`config.mk`:
```
export PLATFORM = sky130hd
export DESIGN_NAME = gcd_binary_queue
export DESIGN_NICKNAME = d
export VERILOG_FILES = /design/src/rtl/gcd_binary_queue.sv
export SDC_FILE = /design/constraint.sdc
export NUM_CORES = 1
export LEC_CHECK = 0
export ABC_AREA = 1
export BUFFER_PORTS_ARGS = -buffer_cell sky130_fd_sc_hd__buf_2
export CAP_MARGIN = 20
export CELL_PAD_IN_SITES_DETAIL_PLACEMENT = 2
export CELL_PAD_IN_SITES_GLOBAL_PLACEMENT = 2
export CORE_MARGIN = 2
export CORE_UTILIZATION = 33
export CTS_CLUSTER_SIZE = 20
export DETAILED_ROUTE_END_ITERATION = 16
export PLACE_DENSITY = 0.83
export SETUP_SLACK_MARGIN = 0.4
export SYNTH_ARGS = -nofsm -noshare
export SYNTH_HDL_FRONTEND = slang
export SYNTH_SLANG_ARGS = --single-unit
export TNS_END_PERCENT = 50
```
`constraint.sdc`:
```
create_clock -name clock -period 3.9 [get_ports clock]
set_clock_uncertainty 0.2 [all_clocks]
set_input_delay 0.39 -clock clock [delete_from_list [all_inputs] [get_ports clock]]
set_output_delay 0.39 -clock clock [all_outputs]
set_load 0.01 [all_outputs]
```
`src/rtl/gcd_binary_queue.sv`:
```
// gcd_binary_queue: binary (Stein) GCD engine with job tags and a show-ahead
// result FIFO so the engine can take new work while earlier results wait.
// Optional build macro GCD_STATS_EN adds a per-result cycle count output.
module gcd_binary_queue #(
   parameter int WIDTH = 32,
   parameter int TAG_W = 4,
   parameter int DEPTH = 4,
   parameter int CYC_W = 16
) (
   input  logic                       clock,
   input  logic                       reset,
   output logic                       input_ready,
   input  logic                       input_valid,
   input  logic [WIDTH-1:0]           x,
   input  logic [WIDTH-1:0]           y,
   input  logic [TAG_W-1:0]           in_tag,
   input  logic                       output_ready,
   output logic                       output_valid,
   output logic [WIDTH-1:0]           gcd,
   output logic [TAG_W-1:0]           out_tag,
   output logic                       busy,
   output logic [$clog2(DEPTH):0]     count
`ifdef GCD_STATS_EN
   ,
   output logic [CYC_W-1:0]           cycles
`endif
);

   localparam int PTR_W = $clog2(DEPTH);
   localparam int CNT_W = PTR_W + 1;
   localparam int K_W   = $clog2(WIDTH) + 1;
   localparam logic [CNT_W-1:0] DEPTH_C = CNT_W'(DEPTH);

   typedef enum logic [2:0] {
      S_IDLE,
      S_STRIP,
      S_ODDA,
      S_RUN,
      S_PUSH
   } state_t;

   state_t             state_q;
   logic [WIDTH-1:0]   a_q;
   logic [WIDTH-1:0]   b_q;
   logic [K_W-1:0]     k_q;
   logic [TAG_W-1:0]   tag_q;
   logic [WIDTH-1:0]   res_q;

   logic [PTR_W-1:0]   wr_ptr_q, wr_ptr_d;
   logic [PTR_W-1:0]   rd_ptr_q, rd_ptr_d;
   logic [CNT_W-1:0]   count_q, count_d;

   logic [WIDTH-1:0]   mem_gcd_q [DEPTH];
   logic [TAG_W-1:0]   mem_tag_q [DEPTH];

   logic               accept;
   logic               fifo_full;
   logic               push;
   logic               pop;

   // The full test uses the pre-pop count, so a pop never frees a slot for
   // a push in the same cycle.
   assign fifo_full    = (count_q == DEPTH_C);
   assign accept       = input_valid && (state_q == S_IDLE);
   assign push         = (state_q == S_PUSH) && !fifo_full;
   assign output_valid = (count_q != '0);
   assign pop          = output_valid && output_ready;

   assign input_ready  = (state_q == S_IDLE);
   assign busy         = (state_q != S_IDLE);
   assign count        = count_q;

   // Head entry is gated by valid so the outputs read 0 whenever the FIFO is empty.
   assign gcd          = output_valid ? mem_gcd_q[rd_ptr_q] : '0;
   assign out_tag      = output_valid ? mem_tag_q[rd_ptr_q] : '0;

   // Engine FSM: one Stein step per cycle, result held in PUSH until a slot is free.
   // NOTE: sequential state uses non-blocking assignments so every register
   // samples the pre-edge values regardless of statement order.
   always_ff @(posedge clock or posedge reset) begin
      if (reset) begin
         state_q <= S_IDLE;
         a_q     <= '0;
         b_q     <= '0;
         k_q     <= '0;
         tag_q   <= '0;
         res_q   <= '0;
      end else begin
         case (state_q)
            S_IDLE: begin
               if (input_valid) begin
                  a_q     <= x;
                  b_q     <= y;
                  k_q     <= '0;
                  tag_q   <= in_tag;
                  state_q <= S_STRIP;
               end
            end
            S_STRIP: begin
               if ((a_q == '0) || (b_q == '0)) begin
                  res_q   <= (a_q | b_q) << k_q;
                  state_q <= S_PUSH;
               end else if (!a_q[0] && !b_q[0]) begin
                  a_q <= a_q >> 1;
                  b_q <= b_q >> 1;
                  k_q <= k_q + 1'b1;
               end else begin
                  state_q <= S_ODDA;
               end
            end
            S_ODDA: begin
               if (!a_q[0]) begin
                  a_q <= a_q >> 1;
               end else begin
                  state_q <= S_RUN;
               end
            end
            S_RUN: begin
               // a is odd here; b is reduced until it reaches zero.
               if (b_q == '0) begin
                  res_q   <= a_q << k_q;
                  state_q <= S_PUSH;
               end else if (!b_q[0]) begin
                  b_q <= b_q >> 1;
               end else if (a_q > b_q) begin
                  a_q <= b_q;
                  b_q <= a_q - b_q;
               end else begin
                  b_q <= b_q - a_q;
               end
            end
            S_PUSH: begin
               if (!fifo_full) begin
                  state_q <= S_IDLE;
               end
            end
            default: begin
               state_q <= S_IDLE;
            end
         endcase
      end
   end

   // FIFO pointer and occupancy next-state.
   // NOTE: every signal assigned here gets a default first, so no path can
   // leave it unassigned and infer a latch.
   always_comb begin
      wr_ptr_d = wr_ptr_q;
      rd_ptr_d = rd_ptr_q;
      count_d  = count_q;
      if (push) begin
         wr_ptr_d = wr_ptr_q + 1'b1;
      end
      if (pop) begin
         rd_ptr_d = rd_ptr_q + 1'b1;
      end
      case ({push, pop})
         2'b10:   count_d = count_q + 1'b1;
         2'b01:   count_d = count_q - 1'b1;
         default: count_d = count_q;
      endcase
   end

   // FIFO pointer and occupancy registers.
   always_ff @(posedge clock or posedge reset) begin
      if (reset) begin
         wr_ptr_q <= '0;
         rd_ptr_q <= '0;
         count_q  <= '0;
      end else begin
         wr_ptr_q <= wr_ptr_d;
         rd_ptr_q <= rd_ptr_d;
         count_q  <= count_d;
      end
   end

   // FIFO storage write.
   // NOTE: storage is not reset; stale contents are never visible because the
   // head outputs are gated by output_valid.
   always_ff @(posedge clock) begin
      if (push) begin
         mem_gcd_q[wr_ptr_q] <= res_q;
         mem_tag_q[wr_ptr_q] <= tag_q;
      end
   end

`ifdef GCD_STATS_EN
   logic [CYC_W-1:0] cyc_q;
   logic [CYC_W-1:0] cyc_inc;
   logic [CYC_W-1:0] mem_cyc_q [DEPTH];

   // Saturating increment; the value written with a result includes the write cycle.
   assign cyc_inc = (cyc_q == '1) ? cyc_q : cyc_q + 1'b1;
   assign cycles  = output_valid ? mem_cyc_q[rd_ptr_q] : '0;

   // Job cycle counter: cleared on accept, counts every cycle the engine is busy.
   always_ff @(posedge clock or posedge reset) begin
      if (reset) begin
         cyc_q <= '0;
      end else if (accept) begin
         cyc_q <= '0;
      end else if (state_q != S_IDLE) begin
         cyc_q <= cyc_inc;
      end
   end

   // Cycle count stored alongside each result.
   always_ff @(posedge clock) begin
      if (push) begin
         mem_cyc_q[wr_ptr_q] <= cyc_inc;
      end
   end
`else
   logic unused_accept;
   assign unused_accept = accept;
`endif

endmodule

```
# After elaboration in Yosys (flattened, before gate mapping)
# Memory sizes are Yosys's and may differ from the RTL's.
# Cells that the tools add are included.
# word_totals
reg_bits,116
inputBits,72
latch_bits,0
ramBits,144
output_inout_bits,42
mem_count,2
mem_bits_ro,0
# op_classes
div,0
n_reduce_logical,24
mul,0
shift,2
n_mux,34
bitwise,1
n_addsub,7
magnitude_cmp,1
n_eq_ne,19
# mem_list
memory,depth,word_bits,read_ports,rd_ports_with_merged_regs,write_ports,line_no,text
mem_gcd_q,4,32,1,0,1,53,logic [WIDTH-1:0] mem_gcd_q [DEPTH];
mem_tag_q,4,4,1,0,1,54,logic [TAG_W-1:0] mem_tag_q [DEPTH];
# op_table
op,count
$mux W32,16
$pmux W32 S4,1
$pmux W32 S3,1
$logic_not A32 Y1,2
$pmux W32 S2,1
$shl A32 B6 Y32,2
$sub A32 B32 Y32,2
$gt A32 B32 Y1,1
$or A32 B32 Y32,1
$ne A2 B2 Y1 const B,10
$mux W3,6
$mux W6,3
$pmux W3 S5,1
$pmux W6 S2,1
$reduce_and A5 Y1,2
$reduce_bool A3 Y1,3
$reduce_and A8 Y1,1
$reduce_and A7 Y1,1
$add A6 B1 Y6 const B,1
$eq A3 B2 Y1 const B,2
$eq A3 B3 Y1 const B,2
$pmux W3 S2,1
$reduce_bool A2 Y1,3
$add A2 B1 Y2 const B,2
other kinds (17),22

# Logic depth before layout (Yosys ltp)
# depth
word_depth,5
ltp_mapped,19
ltp_nobuf,19

# Worst setup path after synthesis
# Ideal clock, no wire load.
# synth_path
path_type,register -> register
startpoint,register state_q[1]
endpoint,memory mem_gcd_q[0][0] (enable)
slack_ns,0.830
arrival_ns,2.441
path_buffers,0
required_ns,3.271
stages_incl_launch_ff,4
cell_sequence,dfrtp_1 > nor3_1 > o31ai_1 > nor2_1
# synth_via
elab_chain_len,4
# synth_lines
element,line_no,text
"start, declared",42,state_t state_q;
"start signal, assigned",82,state_q <= S_IDLE;
"start signal, assigned",96,state_q <= S_STRIP;
"start signal, assigned",102,state_q <= S_PUSH;
$eq A3 B3 Y1,65,assign push = (state_q == S_PUSH) && !fifo_full;
$logic_and A1 B1 Y1,65,
$mux W1,181,if (push) begin
$mux W1 (not written as such),182,mem_gcd_q[wr_ptr_q] <= res_q;
"end, declared",53,
# Every way passes these cells.

# Worst setup path in the final report
# layout_path
startpoint,register a_q[8]
endpoint,register a_q[2]
# layout_via
elab_chain_len,4
word_cells_on_any_way,6
cone_classes,1 x order compare; 2 x eq/ne; 3 x reduce/logical
# layout_lines
element,line_no,text
"start, declared",43,logic [WIDTH-1:0] a_q;
"start signal, assigned",104,a_q <= a_q >> 1;
"start signal, assigned",113,a_q <= a_q >> 1;
"start signal, assigned",126,a_q <= b_q;
"parallel branches: the longest is 3 deep, another holds $gt A32 B32 Y1",-,
$reduce_and A8 Y1 (no line) (*),-,
# Mark *: on every way between the ends.
# A chain may end at the register's enable or synchronous reset.

==> out/metrics.cfg <==
[synth]
async_flop_share_pct = 44.6
syn-num-nets = 2821
synth_seq_area_share_pct = 38.1
synthAdderAreaFrac_pct = 6.97
synth_compound_area_share_pct = 16.3
synth-xor-area-share_pct = 1.01
synth_top_family_by_area = simple AND/OR/NAND/NOR gates
syn_area_per_cell_um2 = 7.18
synthFlopType = edfxtp_1
synth_seq_cells = 260
synth_area_mm2 = 0.0190
synthSimpleGateAreaFrac_pct = 29.0
synth_warnings = 0
synthMuxAreaShare_pct = 0
syn_inst = 2645
synth_edf_count = 144
synth.distinct_cells = 47

[critical_path]
path_cells = inv_1 > ha_1 > nor2_4 > nand2_1 > inv_2 > nand2_1 > inv_1 > nand2_2 > nand2_2 > nand2_2 > nand2_4 > nand2_8 > nand2_4 > nand3_4 > clkbuf_16 > nand2_1 > o21ai_2
slowest_delay_ns = 0.40
cp-start-kind = flop
cp_slowest_cell = dfrtp_1
reg2reg_to = a_q[2]
crit_arrival_ns = 3.68
worstSetupPathType = flop to flop
crit_path_end_kind = flop
rrSetupSlack_ns = 0.49
r2r_start = a_q[8]
crit_end = a_q[2]
worstPathMaxFanout = 16
crit_path_start = a_q[8]
rr_worst_depth = 17
required_ns = 4.17

[detailed_routing]
postRouteAntennaNets = 0
routed_via_density = 5.50
vias = 19600
drt_iter0_drc = 1172
drc_errors = 0
routedWlPerCell_um = 25.2
wl_um = 89900
dr.pass1.iters = 5

[cells_and_area]
layout-drive-gt1-share_pct = 10.9
final_area_mm2 = 0.0221
fin_cells = 3566
area_growth_pct = 16.3
nets = 2961
layout_common_cells = nand2_1 (750), inv_1 (274), nor2_1 (270)
layout_commonest_cell = nand2_1

[timing]
slew_viol_final = 0
fin_setup_tns_ns = 0
worst_hold_slack_ns = 0.00123
worstMarginPinSlew_ns = 1.02
rsz0062_at_grt = yes
slew_headroom_pct = 31.7
final-setup-viol-count = 0
fin_crit_sh_pct = 87.4
fmax_ghz = 0.293
finalCriticalPeriod_ns = 3.41
finalHoldViolations = 0

[floorplanning]
pin_count = 114
initial_core_util_pct = 33.6
die_h_um = 244
core_region_area_mm2 = 0.0566
core.rowCount = 87
die-area_mm2 = 0.0595
die_w_um = 244

[worst_hold_path]
hold_path.startpoint = x[15]
hold_class = input port to flop

[clock_network]
root_buffer = clkbuf_16
clk_pin_slew_ns = 0.07
clkLatencyLatePin_ns = 0.60
clock_path_buffers = 3
cts_sinks = 260
numCtsBuffers = 30
cts_tree = yes
h-tree-depth = 1

[pwr]
ir_drop_uv = 321
total_power_mw = 7.76
power_leakage_nw = 9.83
power.density_mw_per_mm2 = 352

[global_routing]
grt.overflow.total = 0
grt_first_pass_wirelength_um = 136000
grt_max_degree = 74
antenna_found_initial = 2
track_usage_pct = 29.8
grt_pass1_vias = 21700

[placed_design]
place_congestion = 1.01
place_hpwl_um = 66500
post-place-cells = 3459
io_buffers = 113
placed_cell_area_mm2 = 0.0205

[flow_run]
maxCapViolCount = 0

[outcome]
outcome = completed

synthesized netlist by cell type (30+ instances only):
cell	number	area [um2]
a21oi_1	139	696
clkbuf_1	65	244
dfrtp_1	116	2900
edfxtp_1	144	4320
ha_1	101	1260
inv_1	279	1050
nand2_1	751	2820
nand3_1	178	891
nand4_1	50	313
nor2_1	275	1030
o211ai_1	31	233
o21ai_0	209	1050
o21ai_1	69	345
o221ai_1	30	263
per-layer routing:
layer,GRT usage (%),wire [um]
met1,35.9,37600
met2,54.8,45600
met3,2.35,2800
met4,11.5,3890
met5,0,0
metrics by stage:
stage	worst slack, ns	util, %
2_1_floorplan	0.830	-
3_3_place_gp	0.295	36.2
3_5_place_dp	0.249	36.2
4_1_cts	0.403	38.8
5_1_grt	0.382	39.0
6_report	0.491	39.0
critical path: cells and delay by family, from the launching register on:
family	cells	cell delay, ns
buffers and inverters	4	0.72
flip-flops	1	0.40
adder cells (fa/ha/maj)	1	0.39
AND/OR/NAND/NOR	11	1.49
AO/OA/AOI/OAI	1	0.06
power breakdown:
| group | switching, mW | internal [mW] | total, mW |
|---|---|---|---|
| Sequential | 0.0411 | 2.91 | 2.95 |
| Combinational | 1.24 | 0.612 | 1.86 |
| Clock | 1.28 | 1.68 | 2.95 |
state kept, by name, summed over array words and instances (netlist names):
register,count
state_q,3
mem_gcd_q,128
rd_ptr_q,2
k_q,6
res_q,32
mem_tag_q,16
count,3
tag_q,4
a_q,32
wr_ptr_q,2
b_q,32
kinds of logic after synthesis:
family | count (synthesis)
fa+ha+maj | 104
flops | 260
simple gates | 1309
xor+xnor | 22
buf+inv | 407
compound gates | 543
how the worst min path moves through the flow:
stage,cells after the start,slack (ns),to
6_report,3,0.001,a_q[15]
5_1_grt,3,0.02,a_q[15]
4_1_cts,5,0.0005,b_q[19]
3_5_place_dp,2,0.17,count[1]
3_3_place_gp,2,0.16,count[0]
2_1_floorplan,0,0.28,mem_gcd_q[0][0]
timing repair:
action                                 4_1_cts  5_1_grt
gates cloned                                 1        1
buffers inserted                             1        3
endpoints found under the hold margin      116        0
hold buffers                                42        0
pin swaps                                    0        0
resized for setup                            2       14
setup endpoints to repair                   36       50
area by class of cell:
class	instances	area (um2)
multi-input cells	1979	10200
repair buffers	218	1580
inverters	296	1120
clock inverters	14	169
clock buffers	42	826
well taps	756	946
diodes	1	2.50
fillers	6662	34500
flip-flops and latches	260	7230
No activity file was read; power rests on OpenSTA's default activity.
